### config.mk
export PLATFORM = sky130hd
export DESIGN_NAME = mb_valtrain_detector
export DESIGN_NICKNAME = d
export VERILOG_FILES = /design/src/rtl/mb_train_pkg.sv /design/src/rtl/mb_valtrain_seg_cmp.sv /design/src/rtl/mb_valtrain_detector.sv
export SDC_FILE = /design/constraint.sdc
export NUM_CORES = 1
export LEC_CHECK = 0
export CAP_MARGIN = 20
export CORE_ASPECT_RATIO = 0.5
export CORE_MARGIN = 1
export CORE_UTILIZATION = 45
export DETAILED_ROUTE_END_ITERATION = 16
export MAX_ROUTING_LAYER = met4
export PLACE_DENSITY = 0.72
export RECOVER_POWER = 25
export SLEW_MARGIN = 5
export SYNTH_ARGS = -nofsm -noshare
export SYNTH_HDL_FRONTEND = slang
export SYNTH_HIERARCHICAL = 1
export SYNTH_SLANG_ARGS = --single-unit
### constraint.sdc
create_clock -name i_clk -period 6.75 [get_ports i_clk]
set_input_delay 0.675 -clock i_clk [delete_from_list [all_inputs] [get_ports i_clk]]
set_output_delay 0.675 -clock i_clk [all_outputs]
set_load 0.1 [all_outputs]
### src/rtl/mb_train_pkg.sv
// Shared definitions for mainband training blocks: mode encodings,
// FSM state encodings and a legal-mode helper.
package mb_train_pkg;

    localparam logic [1:0] MODE_ITER   = 2'b01;
    localparam logic [1:0] MODE_CONSEC = 2'b10;

    localparam logic [1:0] ST_IDLE = 2'd0;
    localparam logic [1:0] ST_RUN  = 2'd1;
    localparam logic [1:0] ST_DONE = 2'd2;

    typedef enum logic [1:0] {
        IDLE = ST_IDLE,
        RUN  = ST_RUN,
        DONE = ST_DONE
    } state_e;

    function automatic logic mode_legal(input logic [1:0] mode);
        return (mode == MODE_ITER) || (mode == MODE_CONSEC);
    endfunction

endpackage

### src/rtl/mb_valtrain_seg_cmp.sv
// Combinational per-beat compare of NSEG pattern segments against PATTERN.
// Segment k = data[k*PAT_W +: PAT_W]; segment NSEG-1 is the oldest.
module mb_valtrain_seg_cmp #(
    parameter int unsigned            PAT_W   = 8,
    parameter logic [PAT_W-1:0]       PATTERN = 8'hF0,
    parameter int unsigned            NSEG    = 4,
    parameter int unsigned            MW      = $clog2(NSEG*PAT_W+1),
    parameter int unsigned            LW      = $clog2(NSEG+1)
) (
    input  logic [NSEG*PAT_W-1:0] data,
    output logic [NSEG-1:0]       seg_ok,
    output logic [MW-1:0]         mismatch,
    output logic [LW-1:0]         lead,
    output logic [LW-1:0]         trail
);

    // Per-segment equality, total bit-error popcount and the matching run
    // lengths at the old (lead) and new (trail) ends of the beat.
    always_comb begin
        logic [PAT_W-1:0] diff;
        logic             lead_on;
        logic             trail_on;
        seg_ok   = '0;
        mismatch = '0;
        lead     = '0;
        trail    = '0;
        diff     = '0;
        lead_on  = 1'b1;
        trail_on = 1'b1;
        for (int unsigned k = 0; k < NSEG; k++) begin
            diff      = data[k*PAT_W +: PAT_W] ^ PATTERN;
            seg_ok[k] = (diff == '0);
            for (int unsigned b = 0; b < PAT_W; b++) begin
                mismatch = mismatch + MW'(diff[b]);
            end
        end
        for (int unsigned i = 0; i < NSEG; i++) begin
            lead_on  = lead_on & seg_ok[NSEG-1-i];
            lead     = lead + LW'(lead_on);
            trail_on = trail_on & seg_ok[i];
            trail    = trail + LW'(trail_on);
        end
    end

endmodule

### src/rtl/mb_valtrain_detector.sv
// Mainband RX valid-lane VALTRAIN checker. One measurement per accepted
// start, in ITER (error total vs threshold) or CONSEC (consecutive matching
// segments) mode. Result reported as a done pulse plus a held pass flag.
module mb_valtrain_detector
    import mb_train_pkg::*;
#(
    parameter int unsigned      PAT_W         = 8,
    parameter logic [PAT_W-1:0] PATTERN       = 8'hF0,
    parameter int unsigned      NSEG          = 4,
    parameter int unsigned      CNT_W         = 12,
    parameter int unsigned      CONSEC_TARGET = 16,
    parameter int unsigned      ITER_MAX      = 128
) (
    input  logic                  i_clk,
    input  logic                  i_rst_n,
    input  logic                  i_start,
    input  logic [1:0]            i_mode,
    input  logic [NSEG*PAT_W-1:0] i_data,
    input  logic                  i_data_vld,
    input  logic [CNT_W-1:0]      i_err_thresh,
    output logic                  o_busy,
    output logic                  o_done,
    output logic                  o_pass,
    output logic [CNT_W-1:0]      o_err_cnt,
    output logic [7:0]            o_run_len
);

    localparam int unsigned MW = $clog2(NSEG*PAT_W+1);
    localparam int unsigned LW = $clog2(NSEG+1);
    localparam int unsigned BW = $clog2(ITER_MAX+1);
    localparam int unsigned EW = CNT_W + 1;

    state_e           state;
    logic [1:0]       mode_q;
    logic [BW-1:0]    beat_cnt;
    logic [CNT_W-1:0] err_cnt;
    logic [7:0]       run_len;
    logic             pass_q;

    logic [NSEG-1:0]  seg_ok;
    logic [MW-1:0]    mismatch;
    logic [LW-1:0]    lead;
    logic [LW-1:0]    trail;

    logic [BW-1:0]    beat_nxt;
    logic             last_beat;
    logic [EW-1:0]    err_sum;
    logic [CNT_W-1:0] err_new;
    logic [8:0]       run_all;
    logic [7:0]       run_new;
    logic             consec_hit;

    mb_valtrain_seg_cmp #(
        .PAT_W   (PAT_W),
        .PATTERN (PATTERN),
        .NSEG    (NSEG),
        .MW      (MW),
        .LW      (LW)
    ) u_seg_cmp (
        .data     (i_data),
        .seg_ok   (seg_ok),
        .mismatch (mismatch),
        .lead     (lead),
        .trail    (trail)
    );

    // Next-value arithmetic for the counters: saturating error sum,
    // saturating run length, and the mid-beat CONSEC target check.
    always_comb begin
        beat_nxt   = beat_cnt + BW'(1);
        last_beat  = (beat_nxt == BW'(ITER_MAX));
        err_sum    = {1'b0, err_cnt} + EW'(mismatch);
        err_new    = err_sum[CNT_W] ? '1 : err_sum[CNT_W-1:0];
        run_all    = {1'b0, run_len} + 9'(NSEG);
        run_new    = (&seg_ok) ? (run_all[8] ? '1 : run_all[7:0]) : 8'(trail);
        consec_hit = ({1'b0, run_len} + 9'(lead)) >= 9'(CONSEC_TARGET);
    end

    // Measurement FSM with beat counter, accumulators and result registers.
    always_ff @(posedge i_clk or negedge i_rst_n) begin
        if (!i_rst_n) begin
            state    <= IDLE;
            mode_q   <= MODE_ITER;
            beat_cnt <= '0;
            err_cnt  <= '0;
            run_len  <= '0;
            pass_q   <= 1'b0;
        end else begin
            case (state)
                IDLE, DONE: begin
                    if (i_start && mode_legal(i_mode)) begin
                        state    <= RUN;
                        mode_q   <= i_mode;
                        beat_cnt <= '0;
                        err_cnt  <= '0;
                        run_len  <= '0;
                        pass_q   <= 1'b0;
                    end else begin
                        state <= IDLE;
                    end
                end
                RUN: begin
                    if (i_data_vld) begin
                        beat_cnt <= beat_nxt;
                        if (mode_q == MODE_ITER) begin
                            err_cnt <= err_new;
                            if (last_beat) begin
                                state  <= DONE;
                                pass_q <= (err_new <= i_err_thresh);
                            end
                        end else if (consec_hit) begin
                            state  <= DONE;
                            pass_q <= 1'b1;
                        end else begin
                            run_len <= run_new;
                            if (last_beat) begin
                                state  <= DONE;
                                pass_q <= 1'b0;
                            end
                        end
                    end
                end
                default: state <= IDLE;
            endcase
        end
    end

    assign o_busy    = (state == RUN);
    assign o_done    = (state == DONE);
    assign o_pass    = pass_q;
    assign o_err_cnt = err_cnt;
    assign o_run_len = run_len;

endmodule

==> metrics.yaml <==
clocking:
  path_clk_slew_ns: 0.06
  clk_path_buf_depth: 2
  cts_max_level: 2
  cts-buffers-inserted: 5
  cts_tree: "built"
  cts-root-buf: "clkbuf_16"
  cts_sinks: 33
  postCtsHoldBufs: 0
  clock_latency_ns: 0.28
final_layout:
  antennaDiodeCount: 0
  instances_no_fill: 606
  area_growth_syn_to_layout_pct: 40.5
  final-seq-area_sq_um: 827
  drive_gt1_share_pct: 22.2
  multi_input_area_sq_um: 2510
  fill_cells: 601
  fin_nets: 622
critical_path:
  crit_type: "in2reg"
  end_kind: "flop"
  reg2reg_slack_ns: 3.17
  timing.critical_path.mode_cell: "fa_1"
  cp.required_ns: 6.92
  crit_fanout: 5
  crit_path_top_delay_cell: "fa_1"
  timing.rr.end: "o_pass"
  crit-reg2reg-launch: "o_err_cnt[0]"
  r2r_cells: 15
  cpPeakStageDelay_ns: 0.53
  crit_arrival_ns: 7.50
  cp_top_family: "adder cells"
  critPathBufInv: 4
  startpoint_type: "primary input"
timing:
  worst_pin_slew_ns: 1.80
  relSlewSlack_pct: -20.2
  setup_violations: 1
  finalCriticalPeriod_ns: 7.34
  clock_skew_ns: 0.00520
  max_freq_ghz: 0.136
  hold_viol: 0
  grt_setup_unrepaired: "true"
  slew_violations: 34
  fin_ws_ns: -0.589
  fin_crit_sh_pct: 109
global_routing:
  grt_util_all_layers_pct: 23.2
  antenna_found_initial: 0
  grt_first_pass_wirelength_mm: 14.5
  globalRouteOverflowTotal: 0
  grt_start_max_net_pins: 34
  grt_pass1_vias: 3066
min_path:
  hp-class: "reg2reg"
  min_to: "beat_cnt[6]"
  whs_path_depth: 1
  hp-start: "beat_cnt[6]"
die:
  rows: 22
  io-pin-count: 73
  die_w_microns: 126
  die_y_microns: 64.2
  dieArea_sq_um: 8120
  core_area_sq_um: 7400
  start_util_pct: 47.0
routing:
  wl_per_cell_microns: 14.4
  route.vias.total: 3116
  firstDrtPassIters: 4
  postRouteWirelength_mm: 8.75
  drc: 0
  drt-initial-drc-count: 195
  ant_nets: 0
  routed_via_density: 5.14
yosys:
  synth.yosys.warnings: 6
  synthDistinctLibCells: 60
  yosysSeqAreaShare_pct: 23.7
  synth_area_sq_um: 3480
  synth_cells: 394
  syn_avg_cell_area_sq_um: 8.84
  ys_seq_elements: 33
  synth_edf_count: 0
  async_flop_share_pct: 100
  synth_nets: 507
  yosys_most_used_dff: "dfrtp_1"
placement:
  port_buffers: 72
  dp_hpwl_mm: 6.94
  place_congestion: 0.880
  dpl.cell_count: 589
flow_run:
  cap_violations: 1
status:
  violations: "capacitance limit, slew limit, setup timing"
  outcome: "finished, violations left"
==> cell type report <==
type                    count  share of cell area, %
well taps                  96                   2.45
repair buffers            113                   20.1
clock buffers               5                   2.56
clock inverters             3                  0.946
multi-input cells         282                   51.3
inverters                  74                   5.73
flip-flops and latches     33                   16.9
==> cells in the final DEF (no fill, tap or decap), types with 3 or more instances in the layout <==
cell type and instances:
a21oi_1 21, ha_4 4, ha_1 31, nor2_1 23, nand4_1 6, buf_4 40, nor4_1 3, o211ai_1 3
xor2_1 3, buf_2 8, nand4b_1 3, and3_1 8, inv_2 16, xnor2_1 4, nand3_1 8, nand2_1 31
clkbuf_16 5, a41oi_1 3, clkdlybuf4s50_1 56, mux2_1 4, inv_1 57, or2_1 3, fa_1 27, o21ai_0 4
dfrtp_1 32, a21o_1 4, nor3_1 5, a22o_1 8, nor2b_1 5, buf_6 4, o21ai_1 19
==> repair_timing <==
action / in CTS / in global routing
setup buffers: 6 / 3
endpoints found under the hold margin: 0 / 0
endpoints found under the setup margin: 1 / 1
pin swaps: 35 / 32
gates resized for setup: 76 / 23
==> Yosys cell counts (5+ instances only) <==
master	number	area, sq um
inv_1	73	274
ha_1	35	438
dfrtp_1	32	801
nand2_1	32	120
fa_1	28	561
nor2_1	24	90.1
a21oi_1	22	110
o21ai_1	20	100
a22o_1	8	70.1
and3_1	8	50.1
nand3_1	8	40.0
nor2b_1	7	43.8
nand4_1	6	37.5
nor3_1	6	30.0
o21ai_0	5	25.0
xnor2_1	5	43.8
==> registers in the layout, indices dropped and copies added, names as in the netlist <==
name,cells
o_run_len,8
beat_cnt,8
mode_q,2
o_err_cnt,12
o_pass,1
state,2
==> through the flow <==
step           hold WS (ns)  setup TNS, ns  utilization [%]  setup WS, ns  instance area (sq um)
5_1_grt               0.512         -0.804             66.1        -0.804                   4890
3_3_place_gp          0.478          -2.52             61.9         -1.26                   4580
2_1_floorplan         0.379         -0.398                -        -0.398                   3520
4_1_cts               0.496         -0.597             65.2        -0.597                   4830
6_report              0.492         -0.589             66.1        -0.589                   4890
3_5_place_dp          0.488          -3.08             61.9         -1.28                   4580
==> how the worst max path moves through the flow <==
| stage | start | to | cells after the start |
|---|---|---|---|
| after detailed placement | i_data[7] | o_pass | 27 |
| after global placement | i_data[17] | o_pass | 28 |
| final | i_data[5] | o_pass | 28 |
| after CTS | i_data[3] | o_pass | 29 |
| after global routing | i_data[9] | o_pass | 30 |
| after floorplan | i_data[29] | o_pass | 27 |
==> routing by layer <==
metal	routed length (microns)	track usage, %	part of all wire [%]	up-vias
met5	0	-	0	-
met4	56	4.52	0.64	0
met3	428	3.94	4.9	7
met2	3960	36.5	45	76
met1	4310	31.7	49	1458
li1	-	-	-	1575
==> logic make-up after synthesis <==
logic type               share of synthesized area, %
buffers and inverters                            8.62
AND/OR/NAND/NOR                                  18.5
XOR/XNOR                                         2.01
adder cells (fa/ha/maj)                          28.7
flip-flops                                       23.7
multiplexers                                     1.58
AO/OA/AOI/OAI                                    16.8
Power is not shown: default switching activity piles up to over one toggle a cycle in this logic, so the estimate is an artifact.
